<file path="config.mk">
export PLATFORM = sky130hd
export DESIGN_NAME = fp_sqrt_digit_recurrence
export DESIGN_NICKNAME = d
export VERILOG_FILES = /design/src/rtl/fpalu_pkg.sv /design/src/rtl/sqrt_digit_step.sv /design/src/rtl/fp_sqrt_digit_recurrence.sv
export SDC_FILE = /design/constraint.sdc
export NUM_CORES = 1
export LEC_CHECK = 0
export BUFFER_PORTS_ARGS = -buffer_cell sky130_fd_sc_hd__buf_2
export CORE_MARGIN = 2
export CORE_UTILIZATION = 30
export CTS_BUF_LIST = sky130_fd_sc_hd__clkbuf_16
export DETAILED_ROUTE_END_ITERATION = 6
export GPL_TIMING_DRIVEN = 0
export SYNTH_ARGS = -nofsm -noshare
export SYNTH_HDL_FRONTEND = slang
export SYNTH_SLANG_ARGS = --single-unit
</file>
<file path="constraint.sdc">
create_clock -name Clock -period 9.6 [get_ports Clock]
set_clock_uncertainty 0.05 [all_clocks]
set_input_delay 0.48 -clock Clock [delete_from_list [all_inputs] [get_ports Clock]]
set_output_delay 0.48 -clock Clock [all_outputs]
set_load 0.02 [all_outputs]
</file>
<file path="src/rtl/fpalu_pkg.sv">
// ---- fpalu_pkg : shared floating-point ALU sizes and sqrt sequencer state type (rev 1.0) ----
`default_nettype none

package fpalu_pkg;

  localparam int DEFAULT_MANTISSA_SIZE = 52;
  localparam int DEFAULT_BINARY_SIZE   = 2 * (DEFAULT_MANTISSA_SIZE + 1);

  typedef enum logic [1:0] {
    IDLE = 2'd0,
    ITER = 2'd1,
    DONE = 2'd2
  } sqrt_state_t;

endpackage

`default_nettype wire

</file>
<file path="src/rtl/sqrt_digit_step.sv">
// ---- sqrt_digit_step : one restoring radix-2 square-root iteration, purely combinational (rev 1.0) ----
`default_nettype none

module sqrt_digit_step
  import fpalu_pkg::*;
#(
  parameter int MANTISSA_SIZE = DEFAULT_MANTISSA_SIZE
) (
  input  logic [MANTISSA_SIZE+2:0] rem_in,
  input  logic [MANTISSA_SIZE:0]   root_in,
  input  logic [1:0]               pair,
  output logic [MANTISSA_SIZE+2:0] rem_out,
  output logic [MANTISSA_SIZE:0]   root_out
);

  logic [MANTISSA_SIZE+2:0] shifted;
  logic [MANTISSA_SIZE+2:0] trial;
  logic                     fits;
  logic                     unused_rem_msbs;

  // A remainder entering a step never exceeds 2*root, so its top two bits are
  // always zero and can be dropped by the shift.
  assign shifted  = {rem_in[MANTISSA_SIZE:0], pair};
  assign trial    = {root_in, 2'b01};
  assign fits     = (shifted >= trial);
  assign rem_out  = fits ? (shifted - trial) : shifted;
  assign root_out = {root_in[MANTISSA_SIZE-1:0], fits};

  assign unused_rem_msbs = ^rem_in[MANTISSA_SIZE+2:MANTISSA_SIZE+1];

endmodule

`default_nettype wire

</file>
<file path="src/rtl/fp_sqrt_digit_recurrence.sv">
// ---- fp_sqrt_digit_recurrence : truncated floor(sqrt(radicand)), one root bit per clock (rev 1.0) ----
`default_nettype none

module fp_sqrt_digit_recurrence
  import fpalu_pkg::*;
#(
  parameter int MANTISSA_SIZE = DEFAULT_MANTISSA_SIZE,
  parameter int BINARY_SIZE   = DEFAULT_BINARY_SIZE
) (
  input  logic                     Clock,
  input  logic                     Reset,
  input  logic                     start,
  input  logic [BINARY_SIZE-1:0]   radicand,
  output logic                     busy,
  output logic                     done,
  output logic                     root_hidden,
  output logic [MANTISSA_SIZE-1:0] mantissa,
  output logic                     inexact
);

  localparam int CNT_W = $clog2(MANTISSA_SIZE + 1);

  sqrt_state_t              state;
  sqrt_state_t              next_state;
  logic [CNT_W-1:0]         count;
  logic [MANTISSA_SIZE+2:0] rem;
  logic [MANTISSA_SIZE+2:0] rem_next;
  logic [MANTISSA_SIZE:0]   root;
  logic [MANTISSA_SIZE:0]   root_next;
  logic [BINARY_SIZE-1:0]   shreg;

  sqrt_digit_step #(
    .MANTISSA_SIZE(MANTISSA_SIZE)
  ) u_step (
    .rem_in  (rem),
    .root_in (root),
    .pair    (shreg[BINARY_SIZE-1 -: 2]),
    .rem_out (rem_next),
    .root_out(root_next)
  );

  always_ff @(posedge Clock or posedge Reset) begin
    if (Reset) state <= IDLE;
    else       state <= next_state;
  end

  always_comb begin
    next_state = state;
    busy       = 1'b1;
    done       = 1'b0;
    case (state)
      IDLE: begin
        busy = 1'b0;
        if (start) next_state = ITER;
      end
      ITER: if (count == '0) next_state = DONE;
      DONE: begin
        done       = 1'b1;
        next_state = IDLE;
      end
      default: next_state = IDLE;
    endcase
  end

  // Result registers load only on the final iteration, so they hold from done
  // until the following operation completes.
  always_ff @(posedge Clock or posedge Reset) begin
    if (Reset) begin
      count       <= '0;
      rem         <= '0;
      root        <= '0;
      shreg       <= '0;
      root_hidden <= 1'b0;
      mantissa    <= '0;
      inexact     <= 1'b0;
    end else begin
      case (state)
        IDLE: if (start) begin
          shreg <= radicand;
          rem   <= '0;
          root  <= '0;
          count <= CNT_W'(MANTISSA_SIZE);
        end
        ITER: begin
          rem   <= rem_next;
          root  <= root_next;
          shreg <= {shreg[BINARY_SIZE-3:0], 2'b00};
          if (count == '0) begin
            root_hidden <= root_next[MANTISSA_SIZE];
            mantissa    <= root_next[MANTISSA_SIZE-1:0];
            inexact     <= |rem_next;
          end else begin
            count <= count - 1'b1;
          end
        end
        default: ;
      endcase
    end
  end

endmodule

`default_nettype wire

</file>
Yosys cells after proc, flatten, opt, wreduce, memory -nomap -nowiden

Index checks and enable logic that the tools add are counted.

Register bits after elaboration: 274
Bits of input ports: 109
Output and inout port bits: 56
Logic and storage cells: 39

$add $sub $neg: 2
Order comparisons: 1
Equal/unequal tests: 5
Mux-type cells: 15
Reductions and logical operators: 8

Operator list:

| operator                                            | count |
|---|---|
| case mux 106 bit (2 select lines)                   | 1 |
| case mux 53 bit (2 select lines)                    | 2 |
| two-way mux 106 bit                                 | 1 |
| two-way mux 53 bit                                  | 2 |
| greater-or-equal comparator 55 bit                  | 1 |
| two-way mux 55 bit                                  | 1 |
| OR reduction 55 bit                                 | 1 |
| subtractor 55 bit                                   | 1 |
| two-way mux 6 bit                                   | 2 |
| case mux 6 bit (2 select lines)                     | 1 |
| zero test 6 bit                                     | 1 |
| inequality test 2 bit, second input constant        | 3 |
| AND reduction 2 bit                                 | 3 |
| subtractor 6 x 1 -> 6 bit, second input constant    | 1 |
| two-way mux 2 bit                                   | 2 |
| case mux 2 bit (2 select lines)                     | 1 |
| AND reduction 3 bit                                 | 1 |
| equality test 2 x 1 -> 1 bit, second input constant | 1 |
| equality test 2 bit, second input constant          | 1 |
| zero test 2 bit                                     | 1 |
| two-way mux 1 bit                                   | 2 |
| nonzero test 2 bit                                  | 1 |

Logic depth before layout (Yosys ltp)

Gate-level depths: netlist of the first run.

Word-level depth: 3
Depth in mapped cells: 14

By module

Synthesis of the first run repeated with hierarchy kept, for this count alone.

Cells, all modules: 1720
Area, all modules: 15826.4 sq um

By module, submodules not included:

| module                   | instances | cells an instance | area each (sq um) | sequential area each (sq um) |
|---|---|---|---|---|
| fp_sqrt_digit_recurrence | 1         | 988               | 11169.5           | 6906.6 |
| sqrt_digit_step          | 1         | 732               | 4657.0            | 0.0 |

Least setup slack after synthesis of the first run

OpenSTA, ideal clock, no wires.

Path type: reg-to-reg
Start: register rem[11]
End: register inexact
Arrival time: 3.105 ns
Data required time: 9.416 ns
Slack: 6.311 ns
Stages on the path, launching flop included: 14
Path buffers: 1
Clock period less this slack: 3.289 ns
Cells stage by stage: dfrtp_1 -> ha_1 -> buf_2 -> nand4_1 -> a2111oi_0 -> o21ai_1 -> a21oi_1 -> nor2_1 -> xnor2_1 -> or4_1 -> nor4_1 -> a41oi_1 -> nor4_1 -> a31oi_1

Cells in the longest elaborated chain, start to end: 3

Ends and longest elaborated chain:

| what                                                                    | RTL line                                     | text |
|---|---|---|
| start, declared                                                         | fp_sqrt_digit_recurrence.sv:26               | `logic [MANTISSA_SIZE+2:0] rem;` |
| start signal, assigned                                                  | fp_sqrt_digit_recurrence.sv:85               | `rem <= rem_next;` |
| subtractor 55 bit or greater-or-equal comparator 55 bit (tied branches) | sqrt_digit_step.sv:26, sqrt_digit_step.sv:25 |  |
| two-way mux 55 bit *                                                    | sqrt_digit_step.sv:26                        | `assign rem_out = fits ? (shifted - trial) : shifted;` |
| OR reduction 55 bit *                                                   | fp_sqrt_digit_recurrence.sv:91               | `inexact <= \|rem_next;` |
| end signal, assigned                                                    | fp_sqrt_digit_recurrence.sv:91               |  |
| end, declared                                                           | fp_sqrt_digit_recurrence.sv:18               | `output logic inexact` |

Every way passes the cells marked *; elsewhere a longest branch is shown, timed or not.
A chain may end at the register's enable or synchronous reset.

Final worst setup path of the first run

Start: register rem[3]
End: register inexact

Same word-level chain as after synthesis.

==> results.sh, run 1 <==
export IMPL_synth_edff_count=0
export IMPL_overflow=0
export IMPL_synth_compound_gate_area_share_pct=21.27
export IMPL_vias=14190
export IMPL_first_iter_violations=1039
export IMPL_tritoncts="built"
export IMPL_area_growth_pct=17.98
export IMPL_io_buffers=163
export IMPL_worstSkewPairLatency_ps=550
export IMPL_yosys_top_cells_area="dfrtp_1 43%, o21ai_0 9.8%, nand2_1 7.9%, a21oi_1 5.0%, mux2i_1 4.7%"
export IMPL_synth_most_common_cell="nand2_1"
export IMPL_drc=0
export IMPL_ys_seq_area_share_pct=43.21
export IMPL_yosys_top_cells_count="332 x nand2_1, 310 x o21ai_0, 274 x dfrtp_1"
export IMPL_drt_total_wl_um=49770
export IMPL_synth_area_um2=15870
export IMPL_final_max_slew_viol_count=0
export IMPL_antenna_found_initial=0
export IMPL_worst_ep_arrival_time_ps=4940
export IMPL_status="finished clean"
export IMPL_fmax_mhz=217.6
export IMPL_nets=2196
export IMPL_synth_top_family_by_area="compound AO/OA/AOI/OAI gates"
export IMPL_die_w_um=234.0
export IMPL_drive_above_1_share_pct=12.22
export IMPL_cts_root_buf="clkbuf_16"
export IMPL_ys_types=79
export IMPL_path_cells="ha_1, a21oi_1, nand2_1, o21ai_1, a21oi_1, o31ai_1, o211ai_1, xor2_1, nor4b_1, a21oi_1, nor4_1, a31oi_1"
export IMPL_yosys_warnings=0
export IMPL_dieHeight_um=234.0
export IMPL_post_drt_wl_per_cell_um=18.15
export IMPL_syn_nets=1995
export IMPL_rsz0062_at_grt="false"
export IMPL_routed_via_density=5.174
export IMPL_tightest_slew_ps=1063
export IMPL_start_util_pct=30.26
export IMPL_h_tree_depth=2
export IMPL_gp_congestion=0.8872
export IMPL_crit_top_cell="a21oi_1"
export IMPL_clk_pin_slew_worst_paths_ps=60
export IMPL_grt_max_degree=102
export IMPL_period_needed_ps=4595
export IMPL_slowest_stage="o31ai_1"
export IMPL_slew_headroom_pct=29.13
export IMPL_placed_cell_area_um2=17610
export IMPL_syn_area_per_cell_um2=8.676
export IMPL_syn_inst=1829
export IMPL_fin_hold_ws_ps=19.43
export IMPL_core_um2=52450
export IMPL_cts_setup_buffers=0
export IMPL_ys_ff_latch=274
export IMPL_cap_violations=0
export IMPL_track_usage_pct=18.22
export IMPL_setup_viol_count_final=0
export IMPL_synth_fa_ha_area_share_pct=4.495
export IMPL_hold_violations=0
export IMPL_post_route_period_util_pct=47.87
export IMPL_rr_worst_depth=12
export IMPL_muxShareOfSynthArea_pct=4.731
export IMPL_num_fill_cells=5382
export IMPL_cpPeakStageDelay_ps=800
export IMPL_synth_top_area_share_pct=43.21
export IMPL_yosysTopAreaCell="dfrtp_1"
export IMPL_finalSetupTns_ps=0
export IMPL_critical_path_required_ps=9940
export IMPL_synth_ff_type="dfrtp_1"
export IMPL_ios=165
export IMPL_hpwlAfterDp_um=38230
export IMPL_async_flop_share_pct=100.0
export IMPL_synth_simple_area_share_pct=18.54
export IMPL_cp_start_kind="register"
export IMPL_final_area_um2=18720
export IMPL_grt_pass1_wl_um=78790
export IMPL_cp_end_kind="register"
export IMPL_synth_xor_area_share_pct=2.752
export IMPL_grt_pass1_vias=14110
export IMPL_postRouteAntennaNets=0
export IMPL_clock_sinks=274
export IMPL_utilization_pct=35.70
export IMPL_hold_buffers=0
export IMPL_diodes=0
export IMPL_row_count=84
export IMPL_die_area_um2=54750
export IMPL_path_class="reg -> reg"
export IMPL_first_pass_iters=5
export IMPL_crit_fanout=6
export IMPL_cts_buffers=34
export IMPL_min_path_type="in -> async"
export IMPL_cts_path_max_buffers=3
export IMPL_post_cts_resized=0
[critical path, delay by kind of cell, from the launching register on]
family                     cells  cell delay, ps
AOI/OAI and AO/OA              7            2410
and+or+nand+nor                3             930
DFF                            1             410
adders and majority gates      1             400
xor gates and xnor gates       1             240
[area by class of cell]
cell class	count	area, µm²	share of cell area [%]
Buffer	119	523.0	2.794
Timing Repair Buffer	165	870.8	4.652
Tap cell	688	860.8	4.598
Multi-Input combinational cell	1364	8218	43.90
Clock inverter	26	262.8	1.404
Clock buffer	34	850.8	4.545
Sequential cell	274	6857	36.63
Inverter	72	277.8	1.484
[metrics by stage]
stage               setup WS [ps]  instances
global route                 4851       2742
detailed placement           5198       2682
global placement            -1662       2680
CTS                          5165       2742
floorplan                    1518       1829
finish                       5005       2742
[placed cells by master (no fill, tap or decap), drive strengths merged, types with 47 or more instances in the layout]
master and count:
buf 189, o21ai 316, and3b 70, a21oi 162, nor2 47, nand2 332, dfrtp 274, inv 81
clkbuf 128, mux2i 75, ha 57
[sequential cells by signal, indices dropped and copies added, names as in the netlist]
register,count
root_hidden,1
state,2
count,6
rem,53
inexact,1
root,53
shreg,106
mantissa,52
[routing by layer]
metal  share of wire (%)  vias to the layer above  track usage (%)
li1                    -                     6875                -
met1                  46                     6876            24.79
met2                  46                      364            29.59
met3                 5.6                       72            3.149
met4                 2.4                        0            5.380
met5                   0                        -                0
[path summary, 6_finish.rpt]
| check | from | end | slack, ps |
|---|---|---|---|
| max in group asynchronous | Reset | shreg[48] | 8160 |
| hold / removal | Reset | mantissa[4] | 20 |
| min in group Clock | radicand[1] | shreg[1] | 120 |
| hold reg to reg | mantissa[31] | mantissa[31] | 420 |
| setup / recovery | rem[3] | inexact | 5000 |
| setup reg to reg | rem[3] | inexact | 5000 |
[cells by family (layout without fill, tap and decap cells)]
group	after synthesis	in the layout
simple gates	591	591
xor+xnor	49	49
flops	274	274
compound gates	592	592
buf+inv	191	416
mux	75	75
fa+ha+maj	57	57
Power of run 1 is left out: the tool's default activity adds up to more than one toggle a clock period on the data nets, which glitch-free logic cannot reach.
==> inputs of run 2 (changes only) <==
- clock period: 9.6 -> 4.4 ns (I/O delays scaled with it)
==> run 2 against run 1 <==
  * Maximum frequency up 7.3%
  * Utilization rose by 1.0 points
  * Worst setup slack lost 4900 ps
  * Non-clock buffer count grew 58
  * Wire length is 1.0% higher
  * Die area is the same
  * First-iteration DRC count shrank 15%
  * Critical path depth stayed put
  * Via count up 0.96%
  * Register-to-register slack got worse by 4900 ps
  * Final cell count rose by 1.8%
  * Sequential share of layout area is 1.0 points lower
  * Critical endpoint is now rem[42]
  * Highest routed layer unchanged
==> results.sh, run 2 (synthesis results as in run 1) <==
export IMPL_min_path_type="in -> reg"
export IMPL_power_switching_mw=8.930
export IMPL_io_buffers=163
export IMPL_p_per_area_nw_per_um2=950.3
export IMPL_area_growth_pct=21.39
export IMPL_fin_cells=2791
export IMPL_drive_above_1_share_pct=12.18
export IMPL_nets=2250
export IMPL_clkPwrFrac_pct=14.6
export IMPL_power_frac_comb_pct=60.6
export IMPL_grt_max_degree=44
export IMPL_largest_register_ffs=106
export IMPL_tightest_slew_ps=995.3
export IMPL_die_area_um2=54750
export IMPL_post_route_period_util_pct=97.30
export IMPL_postRouteAntennaNets=0
export IMPL_grt_pass1_vias=14240
export IMPL_setup_viol_count_final=0
export IMPL_rsz0062_at_grt="false"
export IMPL_path_cells="ha_1, buf_2, a21oi_1, o21ai_2, a211oi_1, nor3b_1, or2_1, o211a_1, clkbuf_1, clkbuf_1, o21ai_0, a22o_1"
export IMPL_dp_cells=2687
export IMPL_ios=165
export IMPL_worstSkewPairLatency_ps=580
export IMPL_first_pass_iters=5
export IMPL_tritoncts="built"
export IMPL_critical_path_buf_inv_count=3
export IMPL_crit_top_cell="clkbuf_1"
export IMPL_finalPower_mw=18.30
export IMPL_reg_top3="shreg: 106 flops, rem: 53 flops, root: 53 flops"
export IMPL_worst_ep_arrival_time_ps=4690
export IMPL_row_count=84
export IMPL_period_needed_ps=4281
export IMPL_slew_headroom_pct=33.65
export IMPL_fmax_mhz=233.6
export IMPL_utilization_pct=36.73
export IMPL_slowest_stage="clkbuf_1"
export IMPL_placed_cell_area_um2=17690
export IMPL_critPathTopFamily="compound AO/OA/AOI/OAI gates"
export IMPL_cts_setup_buffers=0
export IMPL_cp_start_kind="register"
export IMPL_first_iter_violations=888
export IMPL_die_w_um=234.0
export IMPL_h_tree_depth=1
export IMPL_path_class="reg -> reg"
export IMPL_cts_buffers=30
export IMPL_overflow=0
export IMPL_cts_path_max_buffers=3
export IMPL_status="finished clean"
export IMPL_final_max_slew_viol_count=0
export IMPL_dieHeight_um=234.0
export IMPL_cap_violations=0
export IMPL_hold_violations=0
export IMPL_layout_common_cells="332 x nand2_1, 310 x o21ai_0, 274 x dfrtp_1"
export IMPL_clk_pin_slew_worst_paths_ps=60
export IMPL_antenna_found_initial=1
export IMPL_grt_pass1_wl_um=79740
export IMPL_largest_register="shreg"
export IMPL_track_usage_pct=18.24
export IMPL_critical_path_required_ps=4810
export IMPL_clock_sinks=274
export IMPL_core_um2=52450
export IMPL_post_drt_wl_per_cell_um=18.01
export IMPL_drc=0
export IMPL_leakage_nw=8.902
export IMPL_cts_root_buf="clkbuf_16"
export IMPL_crit_fanout=10
export IMPL_ir_drop_uv=437.4
export IMPL_num_fill_cells=5349
export IMPL_fin_hold_ws_ps=18.57
export IMPL_gp_congestion=0.8880
export IMPL_swShare_pct=48.79
export IMPL_cp_end_kind="register"
export IMPL_drt_total_wl_um=50280
export IMPL_hpwlAfterDp_um=38640
export IMPL_p_seq_share_pct=24.8
export IMPL_routed_via_density=5.132
export IMPL_p_int_mw=9.374
export IMPL_final_area_um2=19260
export IMPL_start_util_pct=30.26
export IMPL_cpPeakStageDelay_ps=500
export IMPL_final_common_cell="nand2_1"
export IMPL_vias=14320
==> run 2: changes by cell type in the layout (fill, tap and decap cells not counted), sizes merged <==
cell,previous run,this run
bufinv,5,6
clkbuf,128,125
clkinv,11,6
dlygate4sd3,0,53
diode,0,1
inv,81,78
buf,189,194
==> run 2: final timing paths <==
kind                         startpoint      endpoint  slack, ps  depth (start not counted)
min                        radicand[92]     shreg[92]         20                          4
max in group asynchronous         Reset  mantissa[34]       3260                          5
max                             rem[16]       rem[42]        120                         12
min reg2reg                mantissa[24]  mantissa[24]        420                          2
min in group asynchronous         Reset     shreg[30]        160                          3
max reg2reg                     rem[16]       rem[42]        120                         12
==> run 2: area by class of cell <==
class	instances	area (µm²)	share of cell area, %
Multi-Input combinational cell	1364	8245	42.81
Sequential cell	274	6857	35.60
Timing Repair Buffer	223	1486	7.717
Tap cell	688	860.8	4.469
Clock buffer	31	775.7	4.027
Buffer	119	523.0	2.715
Inverter	72	274.0	1.423
Clock inverter	19	237.7	1.234
Antenna cell	1	2.502	0.01299
==> run 2: timing repair <==
action                                  4_1_cts  5_1_grt
endpoints found under the setup margin        0        1
hold endpoints to repair                    167        0
hold buffers                                 53        0
resized for setup                             0        6
==> run 2: power groups by stage <==
stage / sequential [mW] / clock [mW] / combinational, mW
finish: 4.53 / 2.67 / 11.1
global route: 4.68 / 2.87 / 12.3
CTS: 4.52 / 2.75 / 11.0
detailed placement: 4.56 / 0 / 10.9
global placement: 4.53 / 0 / 10.7
floorplan: 4.51 / 0 / 7.67
==> run 2: tightest hold or removal path, stage by stage <==
cell and delay (ps):
buf_2 70, and3b_1 150, a21oi_1 40, o21ai_0 130
==> run 2: layer usage <==
layer	wire [µm]	up-vias	track usage, %
met5	0	-	0
li1	-	6971	-
met4	1008	0	4.035
met3	2913	64	3.417
met1	23260	6925	24.82
met2	23100	363	30.05
==> run 2: per-stage QoR <==
step	setup slack (ps)	setup TNS [ps]
6_report	119.0	0
5_1_grt	0.7794	0
4_1_cts	29.66	0
3_5_place_dp	103.1	0
3_3_place_gp	-1141	-304520
2_1_floorplan	506.6	0
No activity file was read; power rests on OpenSTA's default activity.
==> inputs of run 3 (changes only) <==
- CORE_UTILIZATION: 30 -> 55
- GPL_TIMING_DRIVEN: 0 -> unset
- PLACE_DENSITY: unset -> 0.75
- SLEW_MARGIN: unset -> 20
==> run 3 against run 2 <==
  * Hold slack better by 13 ps
  * Critical path type unchanged
  * Largest cell class unchanged
  * Clock-buffer cell count shrank 1
  * Via count decreased by 1.9%
  * Sequential share of layout area up 2.2 points
  * Global-route usage rose by 10 points
  * Critical path depth decreased by 1
  * Wire length down 14%
  * Worst setup slack better by 220 ps
==> results.sh, run 3 (synthesis results as in run 1) <==
export IMPL_post_route_period_util_pct=92.40
export IMPL_reg_top3="shreg: 106 flops, rem: 53 flops, root: 53 flops"
export IMPL_path_class="reg -> reg"
export IMPL_cp_end_kind="register"
export IMPL_final_common_cell="nand2_1"
export IMPL_hold_depth=4
export IMPL_track_usage_pct=28.43
export IMPL_clk_pin_slew_worst_paths_ps=70
export IMPL_crit_start="rem[19]"
export IMPL_crit_top_cell="buf_4"
export IMPL_first_pass_iters=5
export IMPL_dieHeight_um=173.9
export IMPL_grt_max_degree=125
export IMPL_slowest_stage="o211ai_4"
export IMPL_worstSkewPairLatency_ps=560
export IMPL_tritoncts="built"
export IMPL_placed_cell_area_um2=16900
export IMPL_row_count=62
export IMPL_largest_register="shreg"
export IMPL_setup_viol_count_final=0
export IMPL_tightest_slew_ps=990.9
export IMPL_grt_pass1_wl_um=71070
export IMPL_layout_common_cells="331 x nand2_1, 310 x o21ai_0, 272 x dfrtp_1"
export IMPL_cts_path_max_buffers=3
export IMPL_cts_buffers=30
export IMPL_drc=0
export IMPL_final_area_um2=18160
export IMPL_num_fill_cells=2512
export IMPL_post_drt_wl_per_cell_um=18.23
export IMPL_multi_input_area_um2=8255
export IMPL_h_tree_depth=1
export IMPL_largest_register_ffs=106
export IMPL_rr_worst_depth=11
export IMPL_r2r_start="rem[19]"
export IMPL_critical_path_required_ps=4740
export IMPL_hpwlAfterDp_um=29750
export IMPL_gp_congestion=0.9735
export IMPL_drt_total_wl_um=43250
export IMPL_final_max_slew_viol_count=0
export IMPL_period_needed_ps=4065
export IMPL_routed_via_density=5.926
export IMPL_worst_ep_arrival_time_ps=4410
export IMPL_ios=165
export IMPL_finalSetupTns_ps=0
export IMPL_cts_root_buf="clkbuf_16"
export IMPL_cp_depth=11
export IMPL_fmax_mhz=246.0
export IMPL_critical_path_buf_inv_count=2
export IMPL_critPathTopFamily="simple AND/OR/NAND/NOR gates"
export IMPL_path_cells="ha_1, nand4_1, nor2_1, a211oi_1, or4_1, or2_1, o211ai_4, buf_4, buf_4, mux2i_1, o21ai_0"
export IMPL_status="finished clean"
export IMPL_drive_above_1_share_pct=12.78
export IMPL_overflow=0
export IMPL_crit_end="rem[8]"
export IMPL_postRouteAntennaNets=0
export IMPL_seq_area_um2=6862
export IMPL_vias=14060
export IMPL_crit_fanout=14
export IMPL_utilization_pct=63.61
export IMPL_min_from="radicand[104]"
export IMPL_grt_pass1_vias=13630
export IMPL_core_um2=28550
export IMPL_diodes=0
export IMPL_first_iter_violations=1131
export IMPL_hold_violations=0
export IMPL_die_w_um=173.9
export IMPL_reg2reg_to="rem[8]"
export IMPL_io_buffers=164
export IMPL_nets=2133
export IMPL_clock_sinks=274
export IMPL_area_growth_pct=14.44
export IMPL_cp_start_kind="register"
export IMPL_ff2ff_setup_slack_ps=330
export IMPL_slew_headroom_pct=33.76
export IMPL_antenna_found_initial=1
export IMPL_rsz0062_at_grt="false"
export IMPL_start_util_pct=55.58
export IMPL_cts_setup_buffers=0
export IMPL_cpPeakStageDelay_ps=560
export IMPL_cap_violations=0
export IMPL_min_path_type="in -> reg"
export IMPL_die_area_um2=30230
run 3: cell types whose count changed in the layout (fill, tap and decap cells not counted), sizes merged, moves of 3 or more:
cell / delta
bufinv: -5
inv: +3
buf: -6
dlygate4sd3: -16
clkinv: +5
clkbuf: -95
run 3: how the worst min path moves through the flow:
stage / slack [ps] / endpoint
after floorplan: 300 / shreg[0]
after global placement: 360 / shreg[11]
after detailed placement: 350 / shreg[11]
after CTS: 4 / shreg[90]
after global routing: 40 / shreg[86]
final: 30 / shreg[104]
run 3: layout make-up:
type | instances | area share, %
Inverter | 72 | 1.509
Clock buffer | 30 | 4.134
Clock inverter | 23 | 0.7717
Sequential cell | 274 | 37.79
Tap cell | 384 | 2.646
Timing Repair Buffer | 225 | 7.690
Multi-Input combinational cell | 1364 | 45.46
run 3: layer usage:
layer / part of all wire, % / up-vias / wire length (µm) / track usage (%)
li1: - / 6749 / - / -
met1: 44 / 6724 / 19220 / 40.63
met2: 46 / 491 / 19750 / 45.07
met3: 6.9 / 90 / 3003 / 4.320
met4: 2.9 / 2 / 1274 / 8.403
met5: 0.016 / - / 7 / 0
run 3: what timing repair did:
action | in CTS | in global routing
hold buffers | 37 | 0
setup endpoints to repair | 0 | 0
hold endpoints to repair | 68 | 0
resized for setup | 0 | 0
run 3: worst register-to-register path: stages (launching register included):
cell	delay [ps]
dfrtp_1	460
ha_1	480
nand4_1	220
nor2_1	270
a211oi_1	80
or4_1	420
or2_1	310
o211ai_4	570
buf_4	310
buf_4	270
mux2i_1	330
o21ai_0	130
run 3: per-stage QoR:
stage               instances  hold slack, ps  worst slack [ps]
floorplan                1829           302.7             506.6
CTS                      2372           4.496             426.0
finish                   2372           31.31             334.6
detailed placement       2282           347.6             449.7
global route             2372           43.01             83.31
global placement         2282           355.8             508.9
Power of run 3 is left out for the same reason.
